==> config.mk <==
export PLATFORM = sky130hd
export DESIGN_NAME = dc_ipu_shr_pipeline_ctrl
export DESIGN_NICKNAME = d
export VERILOG_FILES = /design/src/rtl/dc_ipu_shr_pipeline_ctrl.sv
export SDC_FILE = /design/constraint.sdc
export NUM_CORES = 1
export LEC_CHECK = 0
export CAP_MARGIN = 25
export CORE_AREA = 2 2 59 61
export CTS_CLUSTER_SIZE = 24
export DETAILED_ROUTE_END_ITERATION = 7
export DIE_AREA = 0 0 61 63
export DONT_BUFFER_PORTS = 1
export PLACE_DENSITY_LB_ADDON = 0.2
export SLEW_MARGIN = 0
export SYNTH_ARGS = -nofsm -noshare
export SYNTH_HDL_FRONTEND = slang
export SYNTH_SLANG_ARGS = --single-unit
export TNS_END_PERCENT = 50
==> constraint.sdc <==
create_clock -name clk -period 3.15 [get_ports clk]
set_input_delay 0.315 -clock clk [delete_from_list [all_inputs] [get_ports clk]]
set_output_delay 0.315 -clock clk [all_outputs]
set_load 0.05 [all_outputs]
==> src/rtl/dc_ipu_shr_pipeline_ctrl.sv <==
// Elastic pipeline controller: turns an upstream valid/ready handshake into per-stage
// load enables and valid flags, with bubble collapsing, synchronous flush and a stall counter.
module dc_ipu_shr_pipeline_ctrl #(
    parameter int STAGES = 4,
    parameter int CNT_W  = 16,
    localparam int OCC_W = $clog2(STAGES + 1)
) (
    input  logic              clk,
    input  logic              nreset,
    input  logic              flush,
    input  logic              in_valid,
    output logic              in_ready,
    input  logic              out_ready,
    output logic              out_valid,
    output logic [STAGES-1:0] stage_en,
    output logic [STAGES-1:0] stage_valid,
    output logic [OCC_W-1:0]  occupancy,
    output logic              empty,
    output logic [CNT_W-1:0]  stall_cnt,
    input  logic              stall_cnt_clr
);

    logic [STAGES-1:0] v;
    logic [STAGES-1:0] v_next;
    logic [STAGES-1:0] rdy;
    logic              chain;
    logic              accept;
    logic              retire;

    // A stage can load when it is empty or the stage after it is moving; the
    // running 'chain' avoids reading back bits of the vector being built.
    always_comb begin
        // NOTE: every always_comb output gets a default first so no path leaves it unassigned (no latch).
        rdy   = '0;
        chain = out_ready;
        for (int i = STAGES - 1; i >= 0; i--) begin
            chain  = !v[i] | chain;
            rdy[i] = chain;
        end
    end

    assign stage_en  = flush ? '0 : rdy;
    assign in_ready  = !flush & rdy[0];
    assign out_valid = !flush & v[STAGES-1];
    assign accept    = in_valid & in_ready;
    assign retire    = out_valid & out_ready;

    always_comb begin
        v_next = v;
        if (flush) begin
            v_next = '0;
        end else begin
            if (rdy[0]) v_next[0] = in_valid;
            for (int i = 1; i < STAGES; i++) begin
                if (rdy[i]) v_next[i] = v[i-1];
            end
        end
    end

    // NOTE: sequential state uses non-blocking assignments so every register samples pre-edge values.
    always_ff @(posedge clk or negedge nreset) begin
        if (!nreset) begin
            v         <= '0;
            occupancy <= '0;
            stall_cnt <= '0;
        end else begin
            v <= v_next;

            if (flush)
                occupancy <= '0;
            else if (accept && !retire)
                occupancy <= occupancy + OCC_W'(1);
            else if (retire && !accept)
                occupancy <= occupancy - OCC_W'(1);

            // Clear wins over increment; the count sticks at all-ones.
            if (stall_cnt_clr)
                stall_cnt <= '0;
            else if (out_valid && !out_ready && !(&stall_cnt))
                stall_cnt <= stall_cnt + CNT_W'(1);
        end
    end

    assign stage_valid = v;
    assign empty       = (occupancy == '0);

endmodule

After elaboration in Yosys (flattened, before gate mapping)
Cells that the tools add are included.
- register bits after elaboration: 23
- input bits: 6
- output and inout bits: 30
- logic and storage cells: 49
- add/subtract/negate cells: 3
- muxes and demuxes: 11
- bitwise logic cells: 8
- reductions and logical operators: 21
- operators with widths (cell ; count):
    16-bit two-way mux ; 2
    16-bit by 1-bit adder with 16-bit output, second input constant ; 1
    16-bit AND reduction ; 1
    2-bit nonzero test ; 5
    1-bit zero test ; 9
    3-bit two-way mux ; 3
    4-bit two-way mux ; 2
    1-bit AND ; 4
    1-bit logical AND ; 4
    1-bit two-way mux ; 4
    1-bit OR ; 4
    3-bit by 1-bit adder with 3-bit output, second input constant ; 1
    3-bit zero test ; 1
    3-bit nonzero test ; 1
    3-bit by 1-bit subtractor with 3-bit output, second input constant ; 1

Longest topological paths before layout
- depth after elaboration: 12
- mapped depth: 9
- gate-level depth less buffers: 9

Worst setup path before layout
No wires, ideal clock.
- path type: register -> register
- start point: register v[3], in the netlist stage_valid[3]
- end point: register occupancy[1]
- library setup time: 0.078 ns
- arrival time: 3.070 ns
- data required time: 3.072 ns
- slack: 0.001 ns
- stages on the path, launching flop included: 8
- path buffers: 0
- period minus slack after synthesis: 3.149 ns
- cell sequence: dfrtp_1 and2b_2 and3_1 a21oi_1 and3_1 fa_1 or2_2 a21oi_1
- cells in the longest elaborated chain, start to end: 10
- elaborated cells between the ends (all ways): 16
- classes of those cells: mux: 2; bitwise: 8; reduce/logical: 6
- ends and longest elaborated chain (item ; RTL line ; source):
    start, declared ; 23 ; logic [STAGES-1:0] v;
    start signal, assigned ; 67 ; v <= v_next;
    1-bit zero test * ; 37 ; chain = !v[i] | chain;
    1-bit OR * (4 in a row) ; 37 ;
    1-bit AND * ; 43 ; assign in_ready = !flush & rdy[0];
    named net in_ready ; 12 ; output logic in_ready,
    1-bit AND * ; 45 ; assign accept = in_valid & in_ready;
    1-bit logical AND / 1-bit zero test (equally long branches) ; 71, 73 ;
    3-bit two-way mux / 1-bit logical AND (equally long branches) ; 71, 73 ;
    3-bit two-way mux / 3-bit nonzero test (equally long branches) ; -- ;
    end signal, assigned ; 72 ; occupancy <= occupancy + OCC_W'(1);
    end signal, assigned ; 74 ; occupancy <= occupancy - OCC_W'(1);
    end, declared ; 17 ; output logic [OCC_W-1:0] occupancy,
Mark *: on every way through the listed nets, which the timed path passes. The rest lies on a longest branch.
A chain may end at the register's enable or synchronous reset.

Worst setup path after layout
- start point: register v[3], in the netlist stage_valid[3]
- end point: register occupancy[1]
- cells in the longest elaborated chain, start to end: 10
- elaborated cells between the ends (all ways): 16
- classes of those cells: mux: 2; bitwise: 8; reduce/logical: 6
- ends and longest elaborated chain (item ; RTL line):
    1-bit zero test ; 37
    1-bit OR (4 in a row) ; 37
    1-bit AND ; 43
    1-bit AND ; 45
    1-bit logical AND / 1-bit zero test (equally long branches) ; 71, 73
    3-bit two-way mux / 1-bit logical AND (equally long branches) ; 71, 73
    3-bit two-way mux / 3-bit nonzero test (equally long branches) ; --
Several ways; a longest one is shown, not always the timed one.

==> metrics.cfg <==
[clock_network]
clk_pin_slew_worst_paths_ns=0.13
ctsResizeCount=0
cts.path.max_buffers=2
htree_num_levels=1
cts_tree=yes
cts.sinks=23
cts-root-buf=clkbuf_4
hold_buffers=1
cts_made_buffers=3
clk-insertion-delay-late_ns=0.32
cts_setup_buffers=0

[synthesis]
synth_top_area_frac=0.411
synth_commonest_cells=dfrtp_1, nor2_1, a21oi_1
yosysTopAreaCell=dfrtp_1
yosys_warnings=0
synth_edf_count=0
syn_inst=152
synth_area_leaders=dfrtp_1, mux2_2, nor2_1
synth_nets=160
synth_most_common_cell=dfrtp_1
synth_ff_type=dfrtp_1
synthArstFlopShare=1.00
avgSynthCellArea_um2=9.22
syn_area_mm2=0.00140
ys_seq_area_frac=0.411
ys_ff_latch=23
yosys.cell_types.count=39

[status]
outcome=completed

[grt]
overflow=0
antenna_found_initial=0
grt_pass1_wl_mm=4.98
grt_start_max_net_pins=26
track_usage=0.166
grt_pass1_vias=1092

[drt]
drc=0
ant_nets=0
avgViaCountPerCell=5.70
initialDrtViolationCount=33
firstDrtPassIters=4
wl_mm=3.02
routedWlPerCell_um=14.8
vias=1162

[die]
num_rows=21
start_util=0.434
die_h_um=63
die_area_mm2=0.00384
die_x_um=61
core_area_mm2=0.00323
io_pins=36

[power_and_ir_drop]
switching_share=0.312
p_per_area_mw_per_mm2=355
power.internal_uw=376
pwr-share-comb=0.135
irDropWorstVdd_uv=163
power_switching_uw=171
power.leakage_nw=0.652
clockPowerShare=0.262
power_frac_seq=0.603

[timing]
rsz0062_at_grt=false
fmax_mhz=436
slew_headroom=0.398
slew_viol_final=0
worstMarginPinSlew_ns=0.899
layout_setup_ws_ns=0.858
setup_viol_count_final=0
min_period_over_period=0.728
period_minus_slack_ns=2.29
final_hold_viol_count=0
skew_ns=0.00491
fin_setup_tns_ns=0

[setup_path]
worst-path-max-fanout=7
startpoint_type=flip-flop
required_ns=3.40
cp.arrival_ns=2.55
critPathCaptureType=flip-flop
crit_type=flip-flop to flip-flop

[placement]
gp_congestion=0.756
dp_hpwl_mm=2.20
port-buffer-count=0
place_ws_ns=0.886
dpl-instance-area_mm2=0.00148

[hold_path]
hp-class=input pin to flip-flop

[cells_and_area]
layout.nets=167
fin_area_mm2=0.00154
drive_gt1_frac=0.165
area_growth_syn_to_layout_pct=9.91
diodes=0

[run]
maxCapViolations=0

==> per-stage QoR <==
step | hold WS, ns | power (mW) | utilization | instances
final | 0.0370 | 0.547 | 0.477 | 204
after global routing | 0.0136 | 0.570 | 0.477 | 204
after CTS | 0.0299 | 0.547 | 0.468 | 203
after detailed placement | 0.0202 | 0.399 | 0.457 | 198
after global placement | 0.0202 | 0.397 | 0.457 | 198
after floorplan | 0.0194 | 0.390 | - | 152
==> logic make-up (layout without fill, tap and decap cells) <==
family	count (synthesis)	in the layout	synth area share
AOI/OAI and AO/OA	25	25	0.113
xor gates and xnor gates	1	1	0.00625
adders and majority gates	2	2	0.0232
buffers and inverters	11	17	0.0330
DFF	23	23	0.411
muxes	9	9	0.0714
and+or+nand+nor	81	81	0.342
==> final cells by class <==
cell class	count	area, µm²
timing repair buffer	7	75.1
tap	46	57.6
multi-input combinational	118	783
clock buffer	4	26.3
inverter	6	22.5
sequential	23	576
fill	325	1690
==> power groups by stage <==
stage	combinational, mW	sequential, mW	clock (mW)
floorplan	0.0548	0.335	0
detailed placement	0.0632	0.336	0
global route	0.0820	0.331	0.157
finish	0.0737	0.330	0.144
global placement	0.0615	0.335	0
CTS	0.0706	0.330	0.146
==> cells in the final DEF, fill, tap and decap left out, types with 2 or more instances in the layout <==
cell / count
nand4_1: 5
clkbuf_4: 3
nand3_1: 6
a211oi_1: 2
nor2b_1: 8
nor3_1: 9
or3_1: 3
dfrtp_1: 23
mux2_2: 8
buf_4: 5
o21ai_0: 2
inv_1: 6
and3_1: 2
nand2_1: 9
nor4b_1: 2
o31ai_1: 5
or4_1: 3
nand2b_1: 3
nor4_4: 2
nor2_1: 21
a21oi_1: 10
==> final timing paths <==
| kind | from | endpoint | slack [ns] | cells past startpoint |
|---|---|---|---|---|
| max in group asynchronous | nreset | stage_valid[2] | 2.37 | 2 |
| min reg2reg | occupancy[1] | occupancy[1] | 0.84 | 2 |
| min | stall_cnt_clr | stall_cnt[10] | 0.04 | 1 |
| min in group asynchronous | nreset | stall_cnt[7] | 0.35 | 1 |
| max | stage_valid[3] | occupancy[1] | 0.86 | 8 |
| max reg2reg | stage_valid[3] | occupancy[1] | 0.86 | 8 |
==> routing by layer <==
metal | up-vias | wire [µm] | GRT usage
li1 | 555 | - | -
met1 | 575 | 1350 | 0.218
met2 | 28 | 1470 | 0.266
met3 | 4 | 166 | 0.0455
met4 | 0 | 30 | 0.0435
met5 | - | 0 | 0
==> flip-flops by register name, summed over array words and instances, names as in the netlist <==
name,cells
occupancy,3
stall_cnt,16
stage_valid,4
==> critical path, stage by stage (launching register included) <==
cell and delay [ns]:
dfrtp_1 0.38, buf_4 0.20, and2b_2 0.25, and3_1 0.23, a21oi_2 0.17, and3_1 0.19, fa_1 0.40, or2_2 0.30
a21oi_1 0.12
Note: power is estimated with default switching activity, not from simulation.
